File: config.mk
export PLATFORM = sky130hd
export DESIGN_NAME = hub_arbiter
export DESIGN_NICKNAME = d
export VERILOG_FILES = /design/src/rtl/hub_pkg.sv /design/src/rtl/hub_slot_next.sv /design/src/rtl/hub_arbiter.sv
export SDC_FILE = /design/constraint.sdc
export NUM_CORES = 1
export LEC_CHECK = 0
export BUFFER_PORTS_ARGS = -buffer_cell sky130_fd_sc_hd__buf_2
export CAP_MARGIN = 25
export CELL_PAD_IN_SITES_DETAIL_PLACEMENT = 1
export CELL_PAD_IN_SITES_GLOBAL_PLACEMENT = 2
export CORE_AREA = 3 3 212 214
export CTS_CLUSTER_SIZE = 28
export DETAILED_ROUTE_END_ITERATION = 10
export DIE_AREA = 0 0 215 217
export GPL_TIMING_DRIVEN = 0
export PLACE_DENSITY = 0.69
export SYNTH_ARGS = -nofsm -noshare
export SYNTH_HDL_FRONTEND = slang
export SYNTH_SLANG_ARGS = --single-unit
File: constraint.sdc
create_clock -name clk_cog -period 1.85 [get_ports clk_cog]
set_clock_uncertainty 0.15 [all_clocks]
set_input_delay 0.185 -clock clk_cog [delete_from_list [all_inputs] [get_ports clk_cog]]
set_output_delay 0.185 -clock clk_cog [all_outputs]
set_load 0.05 [all_outputs]
File: src/rtl/hub_pkg.sv
// Shared constants and types for the hub memory arbiter.
// Optional build macro used by this slice: HUB_SKIP_IDLE_EN (see hub_slot_next).
package hub_pkg;
    localparam int NCOG_DEF = 8;
    localparam int HUB_AW   = 14;
    localparam int HUB_DW   = 32;
    localparam int HUB_WB   = 4;

    typedef logic [$clog2(NCOG_DEF)-1:0] slot_t;

    typedef struct packed {
        logic              w;
        logic [HUB_WB-1:0] wb;
        logic [HUB_AW-1:0] a;
        logic [HUB_DW-1:0] d;
    } hub_req_t;
endpackage

File: src/rtl/hub_slot_next.sv
// Next hub slot owner.
// Default build: strict rotation (slot + 1 modulo NCOG), fixed cog timing.
// HUB_SKIP_IDLE_EN: work-conserving search for the next requesting cog at or
// after slot+1, skipping cogs that still have an access in flight.
module hub_slot_next
    import hub_pkg::*;
#(
    parameter  int NCOG = NCOG_DEF,
    localparam int SW   = $clog2(NCOG)
) (
    input  logic [SW-1:0]   i_slot,
    input  logic [NCOG-1:0] i_req,
    input  logic [NCOG-1:0] i_pend,
    output logic [SW-1:0]   o_slot_nxt
);

`ifdef HUB_SKIP_IDLE_EN
    logic          w_found;
    logic [SW-1:0] w_cand;

    // Cyclic priority search; the current owner itself is tried last.
    always_comb begin
        w_found    = 1'b0;
        w_cand     = '0;
        o_slot_nxt = i_slot + SW'(1);
        for (int i = 1; i <= NCOG; i++) begin
            w_cand = i_slot + SW'(i);
            if (!w_found && i_req[w_cand] && !i_pend[w_cand]) begin
                w_found    = 1'b1;
                o_slot_nxt = w_cand;
            end
        end
    end
`else
    logic w_unused;

    // Request and pending masks only matter to the skip-idle search.
    assign w_unused   = ^{i_req, i_pend};
    assign o_slot_nxt = i_slot + SW'(1);
`endif

endmodule

File: src/rtl/hub_arbiter.sv
// Hub memory time-slot arbiter: one window per two clocks, one slot per
// window, registered memory-port drive and a one-cycle ack two cycles after
// the grant. Build macro HUB_SKIP_IDLE_EN selects work-conserving slot
// selection; without it the rotation is strict and cog timing deterministic.
module hub_arbiter
    import hub_pkg::*;
#(
    parameter  int NCOG = NCOG_DEF,
    parameter  int AW   = HUB_AW,
    localparam int SW   = $clog2(NCOG)
) (
    input  logic                 clk_cog,
    input  logic                 nres,
    input  logic [NCOG-1:0]      req,
    input  logic [NCOG-1:0]      req_w,
    input  logic [4*NCOG-1:0]    req_wb,
    input  logic [AW*NCOG-1:0]   req_a,
    input  logic [32*NCOG-1:0]   req_d,
    output logic                 ena_bus,
    output logic                 w,
    output logic [3:0]           wb,
    output logic [AW-1:0]        a,
    output logic [31:0]          d,
    input  logic [31:0]          mem_q,
    output logic [NCOG-1:0]      ack,
    output logic [31:0]          rdata,
    output logic [SW-1:0]        slot
);

    // r_phase high marks the setup cycle; the window (ena_bus) follows it.
    logic            r_phase;
    // r_v0/r_c0: access on the bus this cycle; r_v1/r_c1: memory data due now.
    logic            r_v0;
    logic            r_v1;
    logic [SW-1:0]   r_c0;
    logic [SW-1:0]   r_c1;
    logic [SW-1:0]   w_slot_nxt;
    logic [NCOG-1:0] w_pend;
    hub_req_t        w_sel;

    // Fields of the current slot owner.
    always_comb begin
        w_sel.w  = req_w[slot];
        w_sel.wb = req_wb[int'(slot)*HUB_WB +: HUB_WB];
        w_sel.a  = HUB_AW'(req_a[int'(slot)*AW +: AW]);
        w_sel.d  = req_d[int'(slot)*HUB_DW +: HUB_DW];
    end

    // Cogs with an access in flight or an ack showing must not be re-picked.
    always_comb begin
        w_pend = ack;
        if (r_v0) w_pend[r_c0] = 1'b1;
        if (r_v1) w_pend[r_c1] = 1'b1;
    end

    hub_slot_next #(.NCOG(NCOG)) u_slot_next (
        .i_slot     (slot),
        .i_req      (req),
        .i_pend     (w_pend),
        .o_slot_nxt (w_slot_nxt)
    );

    // Phase toggle and the bus-enable strobe one cycle behind it.
    always_ff @(posedge clk_cog or negedge nres) begin
        if (!nres) begin
            r_phase <= 1'b0;
            ena_bus <= 1'b0;
        end else begin
            r_phase <= ~r_phase;
            ena_bus <= r_phase;
        end
    end

    // Grant at the end of the setup cycle; idle windows keep a and d so the
    // memory just performs a harmless read.
    always_ff @(posedge clk_cog or negedge nres) begin
        if (!nres) begin
            w    <= 1'b0;
            wb   <= '0;
            a    <= '0;
            d    <= '0;
            r_v0 <= 1'b0;
            r_c0 <= '0;
        end else if (r_phase && req[slot]) begin
            w    <= w_sel.w;
            wb   <= w_sel.wb;
            a    <= AW'(w_sel.a);
            d    <= w_sel.d;
            r_v0 <= 1'b1;
            r_c0 <= slot;
        end else begin
            w    <= 1'b0;
            wb   <= '0;
            r_v0 <= 1'b0;
        end
    end

    // Slot ownership moves on at the end of every window, used or not.
    always_ff @(posedge clk_cog or negedge nres) begin
        if (!nres) begin
            slot <= '0;
        end else if (ena_bus) begin
            slot <= w_slot_nxt;
        end
    end

    // Capture memory data one cycle after the window and pulse the ack.
    always_ff @(posedge clk_cog or negedge nres) begin
        if (!nres) begin
            r_v1  <= 1'b0;
            r_c1  <= '0;
            ack   <= '0;
            rdata <= '0;
        end else begin
            r_v1 <= r_v0;
            r_c1 <= r_c0;
            if (r_v1) begin
                ack   <= NCOG'(1) << r_c1;
                rdata <= mem_q;
            end else begin
                ack <= '0;
            end
        end
    end

endmodule
# After elaboration in Yosys (flattened, before gate mapping)
# Index checks and enable logic that the tools add are counted.
# Widths: inputs -> output; s select.
# op_classes
add_sub_neg	1
n_mul	1
shift	4
n_mux	8
bitwise_logic	1
magnitude_cmp	1
n_reduce_logical	1
# op_table
operator	count
$shiftx 256x9->32	1
$shiftx 112x8->14	1
$shiftx 32x6->4	1
$mux 8	1
$shl 1x3->8 const A	1
$bmux 1 s3	2
$mul 3x3->6 const B	1
$lt 3x4->1 const B	1
$mux 1	4
$mux 4	1
$add 3x1->3 const B	1
$logic_and 1x1->1	1
$not 1->1	1
# word_totals
output_inout_bits	95
elab_cells	30
in_bits	450
register_bits	104

# Logic depth before layout (Yosys ltp)
# Gate-level depths: netlist (run 1).
# logic_depth
ltp_word	4
depth_mapped	7
mapped_depth_nobuf	4

# Cells and area by module
# From an unflattened synthesis (run 1), not the netlist that was laid out.
# unflattened
hier_cells	550
area_unflattened_um2	6975.4
# by_module_without_submodules
module	seq_area_each_um2	area_each_um2	cells_per_inst	n_inst
hub_arbiter	2602.5	6950.4	547	1
hub_slot_next	0.0	25.0	3	1

# Worst setup path after synthesis (run 1)
# Ideal clock, no wire load.
# synth_path
kind	reg2reg
from	reg slot[0]
to	reg r_c0[0]
synth_period_minus_slack_ps	2301
setup_ps	125
t_arrival_ps	2026
path_stages_with_launch	7
n_path_buf	2
setup_slack_ps	-451
t_required_ps	1575
path_cell_list	dfrtp_1 -> buf_6 -> mux4_2 -> nand2b_1 -> and3_1 -> buf_6 -> mux2_4
# synth_between
elab_chain_cells	3
# synth_lines
item	line_no	source
start, declared	hub_arbiter.sv:27	output logic [SW-1:0] slot
start signal, assigned	hub_arbiter.sv:103	slot <= w_slot_nxt;
$bmux 1 s3	hub_arbiter.sv:84	end else if (r_phase && req[slot]) begin
$mux 1 (implied by the code)	hub_arbiter.sv:84	
$logic_and 1x1->1	hub_arbiter.sv:84	
end signal, assigned	hub_arbiter.sv:90	r_c0 <= slot;
end, declared	hub_arbiter.sv:35	logic [SW-1:0] r_c0;
# Parallel ways exist; a longest one is shown, timed or not. The select of a mux whose other input is x is not followed.
# A chain may end at the register's enable or synchronous reset.

# Worst setup path after layout (run 1)
# Ends and elaborated chain as after synthesis.

==> results summary, run 1 <==
The run finished, with violations left. The final reports fail on setup timing. After layout, the minimum clock period comes to 2.191 ns. STA puts the critical path data required time at 1.96 ns. In this run the number of H-tree levels came out at 3. In the final layout, flip-flops and latches occupy 2606 um2. The final-report max-slew violation count came out at 0. The total die area came out at 46660 um2.

The highest metal layer with signal wires is met5. The number of placed I/O pins is 545. In this run the critical register-to-register path is launched from slot[0]. The critical path starts at slot[0]. Global routing finished with a remaining overflow of 0.

The number of global-route vias before repair is 8386. STA classifies the critical path endpoint as a flop. The tree built by TritonCTS fans out to 104 sinks. The layout net count came out at 1574. In this run the deepest clock path goes through 2 buffers.

The mean instance size in the synthesized netlist is 12.91 um2. In the final routed layout, each cell accounts on average for 23.18 um. After floorplanning, the core was divided into 76 placement rows. The cell leakage power came out at 0.005162 uW. The synthesized flop and latch total is 104.

The synthesized design contains 0 enable-type register cells. Across every metal layer, demand over resource in global routing totals 0.1630. The max capacitance violation total came out at 0. The power per cell area is 564.3 nW/um2.

The total count of hold-check failures in the final report came to 0. The multi-input combinational cells in the finished layout cover a total of 4284 um2. The antenna violation net count after detailed routing came out at 0. The delay contributed by the slowest stage of the critical path is 0.59 ns. The maximum fanout encountered on the critical timing path came out at 5.

On the critical path, the stage with the largest delay is an instance of sky130_fd_sc_hd__mux4_2. The final setup violation count is 55. The number of warning messages in the yosys log came out at 0. The synthesized netlist contains 24 unique library cells. Dividing the detail-routed via count by the number of cells gives 4.358. From synthesis to final layout, the design area changed by 70.88%. TritonCTS built the clock tree. The via count is 7465. The fraction of the yosys area taken by sequential cells is 0.3819. The cell area that synthesis handed to floorplanning was 6815 um2. 0 antenna diodes ended up in the layout. The detailed-placement wirelength estimate came out at 31.93 mm.

The CTS buffer count came out at 9. The worst setup path is of the reg -> reg kind. Traced cell by cell, the critical path runs through buf_12, mux4_2, nand2b_4, and3_4, mux2_4.

The worst max-slew margin expressed relative to the limit came out at 0.6061. Setup total negative slack on the finished layout was measured at -16.49 ns. After filler insertion, the fill cell instance count of the layout stands at 4996. The clock reaches the later pin of the worst-skew pair after 0.38 ns. The area of placed instances is 10340 um2. The design area is 11650 um2. The largest area contributor in the netlist is sky130_fd_sc_hd__dfrtp_1. The met3 layer wire length in the routed design came out at 2.645 mm. STA classifies the critical path startpoint as a flop.

The sum of routed wire segments on met1 is 15.92 mm. The initial utilization of the core area, before any placement, comes to 0.1582. The count of input and output buffers came out at 544. The cell with the most instances after synthesis is sky130_fd_sc_hd__dfrtp_1. The wire length reported by the detailed router came out at 39.70 mm. The synthesized netlist cell count is 528. Among all flip-flop cells after synthesis, the most frequent one is sky130_fd_sc_hd__dfrtp_1. The area share of the largest cell type after synthesis came out at 0.3819. The share of async-settable or async-resettable flops after synthesis is 1.000. The DRC violation count after routing is 0.

Sorting the synthesized cells by how often they occur yields 104 x sky130_fd_sc_hd__dfrtp_1, 103 x sky130_fd_sc_hd__mux4_2, 98 x sky130_fd_sc_hd__nand2_1. When the netlist entered floorplanning its net count stood at 979. The arrival time reported for the critical path endpoint is 2.30 ns. The wire length on met2 came out at 20.31 mm. The pre-antenna-repair detailed-routing pass consisted of 4 iterations.

IR analysis of the VDD net gives a maximum drop of 0.0003582 V. At the pin with the least slew margin, the transition time is 0.5908 ns. The largest net degree at the start of global routing is 70. The path class of the tightest hold or removal check is in -> reg. After synthesis, the cell types taking the most area are sky130_fd_sc_hd__dfrtp_1 38%, sky130_fd_sc_hd__mux4_2 34%, sky130_fd_sc_hd__a31oi_1 8.5%, sky130_fd_sc_hd__nand2_1 5.4%, sky130_fd_sc_hd__mux2_2 5.3%. The chip height is 217 um.

Dividing the final minimum period by the clock period gives 1.184. The share of final-layout standard cells stronger than drive strength 1 came out at 0.7092. The floorplan step defined a core boundary enclosing 43080 um2. The number of antenna violations at the first check in global routing came out at 4. In this run the most critical hold path is launched from req[7]. Setup repair after global routing could not meet its margin everywhere. The timing-limited maximum frequency is 0.4565 GHz. The root buffer cell is sky130_fd_sc_hd__clkbuf_16. The register clock-pin slew on the reported worst setup and hold paths is 0.10 ns. The wire length of the first global-routing pass is 55.75 mm. The detailed router finished its first iteration with 262 violations. The routability-driven placement congestion ratio is 0.9086. In this run the horizontal extent of the chip is 215 um.

After layout, the worst setup slack is -0.3407 ns.
area by class of cell:
cell class                 instances  area share
timing repair buffer             584      0.2740
inverter                           3   0.0009669
sequential                       104      0.2238
tap                              585     0.06285
clock buffer                      10     0.01966
multi-input combinational        362      0.3679
clock inverter                     6    0.005264
buffer                            59     0.04566
power breakdown:
part	internal (uW)	switching, uW	leakage (uW)	total [uW]
Clock	955	1080	0.000144	2030
Sequential	2440	116	0.00122	2560
Combinational	841	1140	0.00380	1980
Total	4240	2330	0.00516	6570
logic make-up (layout without fill, tap and decap cells):
group                      after synthesis  in the layout  synth area share
AOI/OAI and AO/OA                       95             95           0.08684
xor gates and xnor gates                 2              2          0.002571
adders and majority gates                1              1          0.001836
buffers and inverters                   63            662           0.04828
DFF                                    104            104            0.3819
muxes                                  145            145            0.4094
and+or+nand+nor                        118            119           0.06921
stage by stage:
stage / std cells / hold WS, ns / total power (uW) / setup WS, ns / utilization
2_1_floorplan: 528 / -0.2606 / 3569 / -0.2937 / -
3_3_place_gp: 1657 / 0.1815 / 4417 / -1.167 / 0.2394
3_5_place_dp: 1658 / -0.02381 / 4459 / -1.214 / 0.2402
4_1_cts: 1708 / 0.04100 / 6627 / -0.3756 / 0.2585
5_1_grt: 1713 / 0.08741 / 6906 / -0.3872 / 0.2704
6_report: 1713 / 0.05643 / 6572 / -0.3407 / 0.2704
critical path: cells and delay by family, from the launching register on:
kind                   cells  cell delay (ns)
and+or+nand+nor            2             0.45
muxes                      2             0.90
DFF                        1             0.41
buffers and inverters      1             0.16
final timing paths:
kind,to,slack (ns),cells past startpoint
min reg2reg,r_v1,0.19,0
max,r_c0[0],-0.34,5
max in group asynchronous,slot[2],0.69,3
min,r_c0[2],0.06,5
min in group asynchronous,rdata[11],0.14,2
max reg2reg,r_c0[0],-0.34,5
state kept, by name (all words and copies together), names as in the netlist, 3 cells and up:
register	count
d	32
rdata	32
a	14
ack	8
wb	4
r_c0	3
r_c1	3
slot	3
layer usage:
metal,vias up,GRT usage
met5,-,0
li1,3285,-
met1,3748,0.1888
met2,385,0.2939
met4,8,0.05133
met3,39,0.04342
timing repair:
action	4_1_cts	5_1_grt
gates cloned	1	2
endpoints found under the hold margin	136	0
buffers inserted	1	3
hold buffers	33	0
setup endpoints to repair	87	56
resized for setup	61	84
cell usage in the layout (no fill, tap or decap), types with 5 or more instances in the layout:
master,netlist,final
sky130_fd_sc_hd__a31oi_2,0,17
sky130_fd_sc_hd__a31oi_4,0,17
sky130_fd_sc_hd__buf_2,17,547
sky130_fd_sc_hd__clkbuf_4,0,5
sky130_fd_sc_hd__buf_12,0,6
sky130_fd_sc_hd__mux2i_1,8,6
sky130_fd_sc_hd__dlygate4sd3_1,0,33
sky130_fd_sc_hd__mux4_2,103,103
sky130_fd_sc_hd__mux2_2,32,32
sky130_fd_sc_hd__buf_6,7,18
sky130_fd_sc_hd__clkbuf_16,0,10
sky130_fd_sc_hd__nand2_1,98,98
sky130_fd_sc_hd__dfrtp_1,104,101
sky130_fd_sc_hd__a31oi_1,93,59
sky130_fd_sc_hd__clkbuf_2,0,11
sky130_fd_sc_hd__buf_4,5,12
sky130_fd_sc_hd__clkbuf_1,26,5
sky130_fd_sc_hd__nor2_1,7,7
No activity file was read; power rests on OpenSTA's default activity.
==> run 2: changes to the inputs <==
Settings changed: CORE_AREA 3 3 212 214 to 2 2 211 213, DIE_AREA 0 0 215 217 to 0 0 213 215.
==> results summary, run 2 (synthesized netlist as in run 1, its figures left out) <==
The maximum clock insertion buffer count is 2 (unchanged). The type of the most critical hold path is in -> reg (unchanged). The growth of design area from synthesis to finish came out at 71.16% (was 70.88%).

The CTS tree is done (unchanged). The kind of end point of the critical path is a flop (unchanged). The TritonCTS sink count came out at 104 (unchanged). The detailed-placement wirelength estimate came out at 31.35 mm (was 31.93 mm).

The transition time at the pin with the least slew margin is 0.5973 ns (was 0.5908 ns). Violated checks: setup timing (unchanged). The CTS buffer count came out at 9 (unchanged). The critical path required time is 1.97 ns (was 1.96 ns).

The startpoint-to-endpoint class of the critical path is reg -> reg (unchanged). The total negative slack for setup checks is -10.49 ns (was -16.49 ns). The fill cell total of the finished layout came out at 5068 (was 4996).

The worst max-slew margin expressed relative to the limit came out at 0.6018 (was 0.6061). The H-tree depth reported by CTS is 3 (unchanged). The placement row count was 77 (was 76).

The share of final-layout standard cells stronger than drive strength 1 is 0.7081 (was 0.7092). The antenna violation net count after detailed routing was 0 (unchanged). Setup repair after global routing missed its margin: yes (unchanged).

The root buffer cell is sky130_fd_sc_hd__clkbuf_16 (unchanged). The chip height is 215 um (was 217 um). The final-report max-slew violation count is 0 (unchanged). The via density per instance is 4.328 (was 4.358). The number of design-rule violations left by the first detailed-router iteration is 334 (was 262). The wire length of the first global-routing pass was 54.24 mm (was 55.75 mm). The starting density of the core is 0.1562 (was 0.1582). Largest regs: d: 32 flops, rdata: 32 flops, a: 14 flops (unchanged). The final setup violation count is 55 (unchanged). The startpoint type of the worst setup path is a flop (unchanged). The register clock-pin slew on the reported worst setup and hold paths is 0.09 ns (was 0.10 ns). The clock period minus worst slack is 2.078 ns (was 2.191 ns). Leading cell types in the layout, fill and taps excluded: 549 x sky130_fd_sc_hd__buf_2, 103 x sky130_fd_sc_hd__mux4_2, 101 x sky130_fd_sc_hd__dfrtp_1 (was 547 x sky130_fd_sc_hd__buf_2, 103 x sky130_fd_sc_hd__mux4_2, 101 x sky130_fd_sc_hd__dfrtp_1). The layout net count is 1573 (was 1574).

The part of the cycle the worst path needs is 1.123 (was 1.184). The DRC violation count after routing is 0 (unchanged). The max capacitance violation total is 0 (unchanged). The most common cell after layout, fill and taps aside was sky130_fd_sc_hd__buf_2 (unchanged).

The power per cell area was 578.3 nW/um2 (was 564.3 nW/um2). The number of antenna violations at the first check in global routing came out at 8 (was 4). The cell leakage power is 0.005166 uW (was 0.005162 uW). The total die area was 45800 um2 (was 46660 um2). The placeable core area is 43640 um2 (was 43080 um2). The count of input and output buffers is 544 (unchanged).

The routed length per instance is 22.42 um (was 23.18 um). The global-route usage over all layers came to 0.1648 (was 0.1630). The total count of hold-check failures in the final report came out at 0 (unchanged). The horizontal extent of the die is 213 um (was 215 um). The final standard cell utilization of the core is 0.2673 (was 0.2704). The area of the multi-input gates came out at 4288 um2 (was 4284 um2). The largest net degree at the start of global routing came out at 60 (was 70).

Outcome: complete, but fails checks (unchanged). The arrival time reported for the critical path endpoint came out at 2.19 ns (was 2.30 ns). The sequential cell area is 2606 um2 (unchanged). The number of global-route vias before repair is 8391 (was 8386). The final worst-path setup slack came out at -0.2276 ns (was -0.3407 ns). The total global routing overflow is 0 (unchanged). The timing-limited maximum frequency is 0.4813 GHz (was 0.4565 GHz).

The maximum fanout encountered on the critical timing path came out at 10 (was 5). The maximum VDD drop was 0.0004137 V (was 0.0003582 V). The via count is 7465 (unchanged). The first-pass detailed-route iteration total is 4 (unchanged).

The clock latency on the worst-skew pair is 0.37 ns (was 0.38 ns). The wire length reported by the detailed router is 38.67 mm (was 39.70 mm). The routability-driven placement congestion ratio is 0.8349 (was 0.9086). The number of placed I/O pins came out at 545 (unchanged).
==> run 2: cell count changes in the layout (fill, tap and decap cells not counted), sizes merged <==
cell    previous run  this run
bufinv             0         1
clkinv             3         1
bufbuf             1         0
buf              588       590
clkbuf            31        30
diode              0         6
==> run 2: path summary, 6_finish.rpt <==
| kind | cells past startpoint | slack (ns) | to | from |
|---|---|---|---|---|
| max in group asynchronous | 3 | 0.66 | ena_bus | nres |
| min reg2reg | 0 | 0.20 | r_v1 | r_v0 |
| max reg2reg | 7 | -0.23 | a[0] | slot[0] |
| max | 7 | -0.23 | a[0] | slot[0] |
| min | 5 | 0.08 | r_c0[2] | req[7] |
| min in group asynchronous | 2 | 0.18 | rdata[10] | nres |
==> run 2: area by class of cell <==
cell class	instances	area share
inverter	3	0.0009654
tap	592	0.06350
buffer	59	0.04537
sequential	104	0.2234
timing repair buffer	583	0.2702
multi-input combinational	362	0.3676
antenna	6	0.001287
clock inverter	5	0.006007
clock buffer	11	0.02167
==> run 2: per-stage QoR <==
step	worst slack [ns]	total power, uW	cells	cell area [um2]	hold slack [ns]
finish	-0.2276	6746	1725	11660	0.08328
global placement	-1.271	4411	1664	10320	0.1812
CTS	-0.2549	6835	1719	11310	0.09121
detailed placement	-1.016	4456	1667	10380	0.01472
global route	-0.3030	7089	1720	11650	0.1274
floorplan	-0.2937	3569	528	6857	-0.2606
==> run 2: critical path, cell delays in order, from the launching register on <==
cell,delay (ns)
sky130_fd_sc_hd__dfrtp_2,0.39
sky130_fd_sc_hd__buf_12,0.15
sky130_fd_sc_hd__mux4_2,0.54
sky130_fd_sc_hd__nand2b_4,0.19
sky130_fd_sc_hd__buf_12,0.16
sky130_fd_sc_hd__buf_8,0.16
sky130_fd_sc_hd__a31oi_2,0.16
sky130_fd_sc_hd__a31oi_2,0.06
==> run 2: power by group <==
| part | internal, uW | leakage [uW] | switching, uW |
|---|---|---|---|
| Combinational | 843 | 0.00379 | 1130 |
| Clock | 1150 | 0.000160 | 1050 |
| Sequential | 2440 | 0.00122 | 122 |
==> run 2: timing repair <==
item,4_1_cts,5_1_grt
pin swaps,2,0
resized for setup,76,49
setup endpoints to repair,91,56
hold buffers,33,0
cloned,1,0
endpoints found under the hold margin,77,0
setup buffers,3,0
==> run 2: layer usage <==
metal / global-route usage / up-vias / wire length (um) / share of wire
li1: - / 3300 / - / -
met1: 0.1841 / 3771 / 15100 / 0.39
met2: 0.3112 / 354 / 20560 / 0.53
met3: 0.03434 / 34 / 2395 / 0.062
met4: 0.04545 / 6 / 560 / 0.014
met5: 0 / - / 52 / 0.0013
==> run 3: changes to the inputs <==
--- a/constraint.sdc
+++ b/constraint.sdc
@@ -4,2 +4,2 @@
 set_output_delay 0.185 -clock clk_cog [all_outputs]
-set_load 0.05 [all_outputs]
+set_load 0.005 [all_outputs]
==> results summary, run 3 (synthesized netlist as in run 1, its figures left out) <==
The final-report max-slew violation count came out at 0 (unchanged). The kind of end point of the critical path is a flop (unchanged). The worst reg-to-reg setup slack was -0.28 ns (was -0.23 ns). The arrival time reported for the critical path endpoint came out at 2.24 ns (was 2.19 ns). The number of antenna violations at the first check in global routing is 6 (was 8). The area of placed instances came to 10360 um2 (was 10380 um2). Largest regs: d: 32 flops, rdata: 32 flops, a: 14 flops (unchanged). Violated checks: setup timing (unchanged). The total die area came to 45800 um2 (unchanged). The detailed-placement wirelength estimate came out at 30.74 mm (was 31.35 mm). The most common cell after layout, fill and taps aside is sky130_fd_sc_hd__buf_2 (unchanged).

Leading cell types in the layout, fill and taps excluded: 549 x sky130_fd_sc_hd__buf_2, 103 x sky130_fd_sc_hd__mux4_2, 102 x sky130_fd_sc_hd__dfrtp_1 (was 549 x sky130_fd_sc_hd__buf_2, 103 x sky130_fd_sc_hd__mux4_2, 101 x sky130_fd_sc_hd__dfrtp_1). The number of placed I/O pins is 545 (unchanged). The via count is 7480 (was 7465).

The count of input and output buffers came to 544 (unchanged). The transition time at the pin with the least slew margin is 0.5455 ns (was 0.5973 ns). The H-tree depth reported by CTS came to 3 (unchanged).

The terminus of the critical flop-to-flop path is r_c0[0] (was a[0]). The cell leakage power was 0.005177 uW (was 0.005166 uW). The wire length reported by the detailed router is 37.78 mm (was 38.67 mm). The critical path required time came out at 1.96 ns (was 1.97 ns). The TritonCTS sink count is 104 (unchanged).

The chip height came out at 215 um (unchanged). The share of final-layout standard cells stronger than drive strength 1 is 0.7006 (was 0.7081). The timing-limited maximum frequency is 0.4700 GHz (was 0.4813 GHz). The type of the most critical hold path is in -> reg (unchanged). The layout net count came out at 1575 (was 1573).

The wire length of the first global-routing pass came to 52.94 mm (was 54.24 mm). The max capacitance violation total is 0 (unchanged). The via density per instance is 4.341 (was 4.328). The design area is 11580 um2 (was 11660 um2). The final standard cell utilization of the core is 0.2654 (was 0.2673).

The routed length per instance is 21.93 um (was 22.42 um). The maximum clock insertion buffer count was 2 (unchanged). The number of global-route vias before repair is 8270 (was 8391).

The DRC violation count after routing came to 0 (unchanged). The register clock-pin slew on the reported worst setup and hold paths is 0.08 ns (was 0.09 ns). The CTS buffer count is 9 (unchanged). The largest net degree at the start of global routing came out at 67 (was 60).

The total count of hold-check failures in the final report is 0 (unchanged). The CTS tree is done (unchanged). The part of the cycle the worst path needs came to 1.150 (was 1.123).

Outcome: complete, but fails checks (unchanged). The power per cell area is 537.0 nW/um2 (was 578.3 nW/um2). The starting density of the core is 0.1562 (unchanged). The growth of design area from synthesis to finish came out at 69.95% (was 71.16%). The global-route usage over all layers is 0.1593 (was 0.1648).

The antenna violation net count after detailed routing came out at 0 (unchanged). The number of cells traversed by the worst register-to-register path came to 5 (was 7). The clock period minus worst slack is 2.128 ns (was 2.078 ns). The routability-driven placement congestion ratio came out at 0.8546 (was 0.8349). The final worst-path setup slack is -0.2778 ns (was -0.2276 ns). The worst hold path endpoint was r_c0[2] (unchanged). Setup repair after global routing missed its margin: yes (unchanged).

The number of design-rule violations left by the first detailed-router iteration came out at 276 (was 334). The launching point of the worst reg2reg path is slot[0] (unchanged). The maximum fanout encountered on the critical timing path came out at 7 (was 10). The placeable core area came to 43640 um2 (unchanged). The placement row count is 77 (unchanged).

The origin of the worst min-delay path is req[7] (unchanged). The horizontal extent of the die is 213 um (unchanged). The startpoint type of the worst setup path is a flop (unchanged). The total global routing overflow is 0 (unchanged).

The maximum VDD drop came to 0.0004949 V (was 0.0004137 V). The final setup violation count came out at 55 (unchanged). The worst max-slew margin expressed relative to the limit is 0.6363 (was 0.6018). The clock latency on the worst-skew pair was 0.38 ns (was 0.37 ns).

The worst hold path depth came out at 5 (unchanged). The root buffer cell is sky130_fd_sc_hd__clkbuf_16 (unchanged). The startpoint-to-endpoint class of the critical path is reg -> reg (unchanged). The first-pass detailed-route iteration total is 5 (was 4).
## run 3: critical path, stage by stage, from the launching register on
cell                       delay, ns
sky130_fd_sc_hd__dfrtp_2        0.39
sky130_fd_sc_hd__buf_12         0.14
sky130_fd_sc_hd__mux4_2         0.58
sky130_fd_sc_hd__nand2b_4       0.20
sky130_fd_sc_hd__and3_4         0.23
sky130_fd_sc_hd__mux2_4         0.31
## run 3: area by class of cell
class / instances / area, um2
antenna: 2 / 5.005
buffer: 59 / 524.3
clock buffer: 10 / 239.0
clock inverter: 6 / 96.34
fill: 5111 / 32060
inverter: 3 / 11.26
multi-input combinational: 362 / 4175
sequential: 104 / 2605
tap: 592 / 740.7
timing repair buffer: 585 / 3186
## run 3: what timing repair did
action                     in CTS  in global routing
pin swaps                       1                  1
gates resized for setup        66                 55
hold endpoints to repair       75                  0
setup endpoints to repair      88                 56
cloned                          0                  3
hold buffers                   33                  0
setup buffers                   3                  1
## run 3: worst max path at each step
stage | startpoint | end | slack [ns] | depth (start not counted)
3_3_place_gp | slot[2] | d[24] | -1.03 | 5
5_1_grt | slot[0] | a[0] | -0.34 | 7
2_1_floorplan | slot[0] | r_c0[0] | -0.11 | 6
6_report | slot[0] | r_c0[0] | -0.28 | 5
4_1_cts | slot[0] | d[5] | -0.30 | 7
3_5_place_dp | slot[2] | d[21] | -1.09 | 7
## run 3: routing by layer
layer  vias to the layer above  GRT usage  routed length (um)  share of wire
li1                       3297          -                   -              -
met1                      3767     0.1840               14630           0.39
met2                       368     0.2906               19810           0.52
met3                        40    0.03639                2632          0.070
met4                         8    0.04545                 648          0.017
met5                         -          0                  58         0.0015
## run 3: where the power goes
group	total (uW)	switching, uW	internal, uW	leakage, uW
combinational	1380	551	831	0.00380
sequential	2550	111	2440	0.00122
clock	2280	1040	1250	0.000162
total	6220	1700	4520	0.00518
## run 3: metrics by stage
step	setup WS [ns]	power, uW	TNS [ns]	instances	hold slack, ns
finish	-0.2778	6219	-13.40	1723	0.06893
detailed placement	-1.089	3870	-52.97	1666	-0.01418
CTS	-0.2966	6298	-14.34	1717	0.04241
floorplan	-0.1149	3010	-3.015	528	-0.2606
global route	-0.3363	6554	-16.98	1721	0.09924
global placement	-1.030	3828	-148.46	1664	0.1812
